===== src/rtl/game_pkg.sv =====
// Shared constants for the memory-game controller:
// FSM state codes and datapath input widths.
package game_pkg;

   localparam logic [2:0] INIT       = 3'd0;
   localparam logic [2:0] SETUP      = 3'd1;
   localparam logic [2:0] SEQUENCE   = 3'd2;
   localparam logic [2:0] PLAY       = 3'd3;
   localparam logic [2:0] CHECK      = 3'd4;
   localparam logic [2:0] NEXT_ROUND = 3'd5;
   localparam logic [2:0] RESULT     = 3'd6;

   localparam int P_KEY    = 4;
   localparam int P_SWITCH = 8;

endpackage


===== src/rtl/key_edge.sv =====
// Push-button synchroniser and falling-edge detector;
// emits one pulse per press of an active-low key.
module key_edge #(
   parameter int SYNC_STAGES = 2
) (
   input  logic CLOCK_50,
   input  logic RESET_N,
   input  logic key_n,
   output logic pulse
);

   logic [SYNC_STAGES-1:0] sync;
   logic                   prev;
   logic                   primed;
   logic                   armed;

   // armed only after a real released sample is seen, so a key
   // held through reset cannot fake an edge off the reset value
   always_ff @(posedge CLOCK_50 or negedge RESET_N) begin
      if (!RESET_N) begin
         sync   <= '1;
         prev   <= 1'b1;
         primed <= 1'b0;
         armed  <= 1'b0;
      end else begin
         sync   <= {sync[SYNC_STAGES-2:0], key_n};
         prev   <= sync[SYNC_STAGES-1];
         primed <= 1'b1;
         armed  <= armed | (primed & sync[0]);
      end
   end

   assign pulse = armed & prev & ~sync[SYNC_STAGES-1];

endmodule


===== src/rtl/game_controller.sv =====
// Control FSM of the memory game: Moore outputs drive
// datapath resets/enables, status inputs steer the rounds.
module game_controller
   import game_pkg::*;
#(
   parameter int SYNC_STAGES = 2
) (
   input  logic       CLOCK_50,
   input  logic       RESET_N,
   input  logic       ENTER,
   input  logic       end_FPGA,
   input  logic       end_User,
   input  logic       end_time,
   input  logic       win,
   input  logic       match,
   output logic       R1,
   output logic       R2,
   output logic       E1,
   output logic       E2,
   output logic       E3,
   output logic       E4,
   output logic       SEL,
   output logic [2:0] state
);

   logic       enter_pulse;
   logic [2:0] next;

   key_edge #(
      .SYNC_STAGES(SYNC_STAGES)
   ) u_key (
      .CLOCK_50(CLOCK_50),
      .RESET_N (RESET_N),
      .key_n   (ENTER),
      .pulse   (enter_pulse)
   );

   always_ff @(posedge CLOCK_50 or negedge RESET_N) begin
      if (!RESET_N) state <= INIT;
      else          state <= next;
   end

   // end_time is tested first in PLAY so a simultaneous press is dropped
   always_comb begin
      next = state;
      case (state)
         INIT:     next = SETUP;
         SETUP:    if (enter_pulse) next = SEQUENCE;
         SEQUENCE: if (end_FPGA) next = PLAY;
         PLAY: begin
            if (end_time)         next = RESULT;
            else if (enter_pulse) next = CHECK;
         end
         CHECK: begin
            if (!match)        next = RESULT;
            else if (end_User) next = NEXT_ROUND;
            else               next = PLAY;
         end
         NEXT_ROUND: next = win ? RESULT : SEQUENCE;
         RESULT:     if (enter_pulse) next = INIT;
         default:    next = INIT;
      endcase
   end

   always_comb begin
      R1  = 1'b0;
      R2  = 1'b0;
      E1  = 1'b0;
      E2  = 1'b0;
      E3  = 1'b0;
      E4  = 1'b0;
      SEL = 1'b0;
      case (state)
         INIT: begin
            R1 = 1'b1;
            R2 = 1'b1;
         end
         SETUP: E1 = 1'b1;
         SEQUENCE: begin
            E3 = 1'b1;
            R2 = 1'b1;
         end
         PLAY:       E2  = 1'b1;
         CHECK:      E4  = 1'b1;
         NEXT_ROUND: R2  = 1'b1;
         RESULT:     SEL = 1'b1;
         default: ;
      endcase
   end

endmodule

===== config.mk =====
export PLATFORM = sky130hd
export DESIGN_NAME = game_controller
export DESIGN_NICKNAME = d
export VERILOG_FILES = /design/src/rtl/game_pkg.sv /design/src/rtl/key_edge.sv /design/src/rtl/game_controller.sv
export SDC_FILE = /design/constraint.sdc
export NUM_CORES = 1
export LEC_CHECK = 0
export CAP_MARGIN = 20
export CELL_PAD_IN_SITES_DETAIL_PLACEMENT = 1
export CELL_PAD_IN_SITES_GLOBAL_PLACEMENT = 2
export CORE_MARGIN = 2
export CORE_UTILIZATION = 20
export DETAILED_ROUTE_END_ITERATION = 12
export PLACE_DENSITY = 0.81
export SLEW_MARGIN = 20
export SYNTH_ARGS = -nofsm -noshare
export SYNTH_HDL_FRONTEND = slang
export SYNTH_SLANG_ARGS = --single-unit

===== constraint.sdc =====
create_clock -name CLOCK_50 -period 1.4 [get_ports CLOCK_50]
set_input_delay 0.42 -clock CLOCK_50 [delete_from_list [all_inputs] [get_ports CLOCK_50]]
set_output_delay 0.42 -clock CLOCK_50 [all_outputs]
set_load 0.1 [all_outputs]

# [Word level (Yosys, flattened, before mapping)]
# Index checks and enable logic that the tools add are counted.
# Widths: inputs -> output; s select.
[op_classes] muxes=16 bitwise=5 n_reduce_logical=3 n_eq_ne=10
[op_table] operator="$mux 3" n=8
[op_table] operator="$pmux 3 s7" n=1
[op_table] operator="$eq 3x3->1 const B" n=3
[op_table] operator="$mux 1" n=7
[op_table] operator="$eq 3x2->1 const B" n=2
[op_table] operator="$ne 2x2->1 const B" n=3
[op_table] operator="$reduce_and 4->1" n=1
[op_table] operator="$and 1x1->1" n=3
[op_table] operator="$eq 3x1->1 const B" n=1
[op_table] operator="$logic_not 3->1" n=1
[op_table] operator="$ne 3x3->1 const B" n=1
[op_table] operator="$reduce_or 3->1" n=1
[op_table] operator="$not 1->1" n=1
[op_table] operator="$or 1x1->1" n=1
[word_totals] input_bits=8 reg_bits=8

# [Longest topological paths before layout]
[logic_depth] depth_word=5 depth_mapped=5 ltp_nobuf=4

# [By module]
# Synthesis repeated with hierarchy kept, for this count alone.
[hier_totals] hier_cells=42 hier_area_um2=405.4
[by_module_without_submodules] module="game_controller" instances=1 cells_each=34 seq_area_each_um2=75.1 area_per_inst_um2=256.5
[by_module_without_submodules] module="key_edge" instances=1 cells_each=8 seq_area_each_um2=128.9 area_per_inst_um2=148.9

# [Worst setup path after synthesis]
# Ideal clock, no wire load.
[synth_path] path_type="register to output" from="register state[0]" to="output port E1" path_stages_with_launch=3 required_ns=0.980 setup_slack_ns=-2.541 arrival_time_ns=3.521 path_buffers=1 path_cell_list="dfrtp_1 > clkbuf_1 > nor3b_1"
[synth_via] elab_chain_len=2
[synth_rtl] element="from (decl)" line="game_controller.sv:23" rtl="output logic [2:0] state"
[synth_rtl] element="from (signal assigned)" line="game_controller.sv:40" rtl="else state <= next;"
[synth_rtl] element="$eq 3x1->1" line="game_controller.sv:73" rtl="case (state)"
[synth_rtl] element="$mux 1" line="game_controller.sv:73"
[synth_rtl] element="to (decl)" line="game_controller.sv:18" rtl="output logic E1,"
# No other way between the ends.

# [Worst setup path after layout]
[layout_path] from="register state[1]" to="output port SEL"
[layout_via] elab_chain_len=2
[layout_rtl] element="$eq 3x3->1" line="game_controller.sv:73"
[layout_rtl] element="$mux 1" line="game_controller.sv:73"
[layout_rtl] element="to (decl)" line="game_controller.sv:22" rtl="output logic SEL,"
# No other way between the ends.

==> flow_summary.yaml <==
run_status:
  run_status: "finished with violations"
  violations: "setup timing"
sta:
  post-route-worst-setup-slack_ns: -0.345
  post-route-min-period_ns: 1.74
  final-setup-viol-count: 13
  slew_viol_final: 0
  rsz0062_at_grt: "yes"
  clock_skew_ns: 0.00583
  finalCritPeriodShare_pct: 125
  hold_violations: 0
  timing.fmax_ghz: 0.573
worst_setup_path:
  critPathRequiredTime_ns: 0.98
  arrival_ns: 1.32
  setup.worst_path.start_class: "flop"
  critical_path_peak_fanout: 7
  criticalPathCategory: "reg2out"
  worst_setup_path_end_kind: "output pin"
grt:
  grt_pass1_vias: 452
  grt_start_max_net_pins: 9
  overflow_after_grt: 0
  antenna_violations_before_repair: 0
  grt_pass1_wl_microns: 2080
  grt_util_all_layers_pct: 11.3
yosys:
  synthesis.instances: 41
  ys.warnings.count: 0
  postSynth.asyncResetShare_pct: 100
  synth_simple_gate_area_share_pct: 17.9
  synth_xor_xnor_area_share_pct: 0
  number_of_enable_flip_flop_cells_after_synthesis: 0
  synth.cells.most_frequent: "5 x dfrtp_1, 3 x a21oi_1, 3 x dfstp_2, 3 x nand2_1, 3 x nand2b_1"
  yosys.area.top_type: "dfrtp_1"
  nets_in_the_synthesized_netlist: 49
  synth_sequential_area_ratio_pct: 47.9
  synth_compound_gate_area_share_pct: 16.8
  synthMostInstantiatedCell: "dfrtp_1"
  synth.lib_cells_used.distinct: 24
  synth-seq-cells: 8
  main_combinational_cell_family_by_area_after_synthesis: "simple AND/OR/NAND/NOR gates"
  yosys.area_share.adder_pct: 0
  synth_top_flop_cell: "dfrtp_1"
  ys_top_cells_by_area: "dfrtp_1 29%, dfstp_2 19%, mux2_4 7.1%"
  synth.top_cell.area_share_pct: 29.4
  synthesis.area_per_instance_sq_um: 10.4
  netlist_area_sq_um: 425
  synthMuxAreaShare_pct: 9.41
clocking:
  numCtsBuffers: 3
  tritoncts_num_sinks: 8
  clkTransAtPathRegs_ns: 0.05
  max-clock-path-buffers: 2
  cts-htree-levels: 1
  clkLatencyLatePin_ns: 0.25
  cts_tree: "done"
  clk_root_buffer_cell: "clkbuf_4"
layout:
  drive_gt1_share_pct: 66.7
  n_fill_cell: 203
  stdcell_count: 102
  finalNetCount: 84
  area.growth.synth_to_final_pct: 125
  antenna-diode-count: 0
run:
  maxCapViolations: 0
place:
  detailedPlacementHpwl_microns: 909
  globalplace.congestion: 0.755
  port_buffers: 17
  dp_cells: 93
route:
  number_of_nets_still_failing_antenna_checks_after_routing: 0
  drcViolationCount: 0
  first_pass_iters: 4
  vias: 420
  drt-vias-per-instance: 4.12
  dr.first_iter.drc_count: 1
  routedWlPerCell_microns: 12.0
  drt-total-wl_microns: 1220
floorplan:
  die_ar_sq_um: 2510
  coreArea_sq_um: 1980
  chipHeight_microns: 50.1
  floorplan.io_pins: 18
  die_width_microns: 50.1
  floorplan.initialDensity_pct: 21.5
  row_cnt: 16
min_path:
  type_of_the_most_critical_hold_path: "reg2reg"
[per-layer routing]
layer | share of wire, % | routed length, microns | track usage [%] | vias to the layer above
li1 | - | - | - | 208
met2 | 51 | 617 | 18.2 | 9
met4 | 0 | 0 | 1.39 | 0
met3 | 4.5 | 55 | 4.85 | 0
met1 | 45 | 547 | 14.2 | 203
met5 | 0 | 0 | 0 | -
[sequential cells by signal, indices dropped and copies added (netlist names)]
register      cells
state             3
u_key.sync        2
u_key.armed       1
u_key.prev        1
u_key.primed      1
[cell usage in the layout (no fill, tap or decap), types with 2 or more instances in the layout]
master / count
buf_12: 10
buf_4: 9
clkdlybuf4s50_1: 7
buf_6: 7
nand2_1: 3
clkbuf_4: 3
dfrtp_4: 3
dfstp_2: 3
nor3_4: 2
nand2b_1: 2
a21oi_1: 2
mux2_4: 2
dfrtp_1: 2
[area by class of cell]
type,instances,area [sq um],share of cell area [%]
well taps,27,33.8,3.52
inverters,2,12.5,1.31
multi-input cells,28,254,26.5
clock buffers,4,26.3,2.74
repair buffers,33,417,43.5
flip-flops and latches,8,215,22.5
[final timing paths]
check | start | endpoint | depth (start not counted) | slack, ns
max in group asynchronous | RESET_N | u_key.sync[1] | 1 | 0.64
setup reg to reg | state[1] | state[0] | 5 | -0.23
hold / removal | u_key.sync[1] | u_key.prev | 0 | 0.37
setup / recovery | state[1] | SEL | 3 | -0.34
min in group asynchronous | RESET_N | state[2] | 1 | 0.45
hold reg to reg | u_key.sync[1] | u_key.prev | 0 | 0.37
[per-stage QoR]
stage          worst slack [ns]  hold WS [ns]  area, sq um  util (%)  setup TNS [ns]
3_3_place_gp             -0.323         0.356          853      43.1           -1.36
6_report                 -0.345         0.369          958      48.4           -3.44
3_5_place_dp             -0.345         0.357          853      43.1           -1.50
5_1_grt                  -0.387         0.380          958      48.4           -4.13
2_1_floorplan            -0.733         0.124          522         -           -5.56
4_1_cts                  -0.352         0.369          940      47.4           -3.60
[worst max-delay path, stage by stage (launching register included)]
cell,delay (ns)
dfrtp_4,0.55
buf_6,0.16
and3b_4,0.20
buf_12,0.16
[timing repair]
| action | CTS | global route |
|---|---|---|
| setup buffers | 4 | 1 |
| setup endpoints to repair | 13 | 13 |
| resized for setup | 9 | 4 |
| pin swaps | 4 | 1 |
| hold buffers | 0 | 0 |
[kinds of logic after synthesis]
kind of cell | count (synthesis)
AND/OR/NAND/NOR | 14
AO/OA/AOI/OAI | 10
flip-flops | 8
buffers and inverters | 5
multiplexers | 3
other | 1
Power is not shown: default switching activity piles up to over one toggle a cycle in this logic, so the estimate is an artifact.
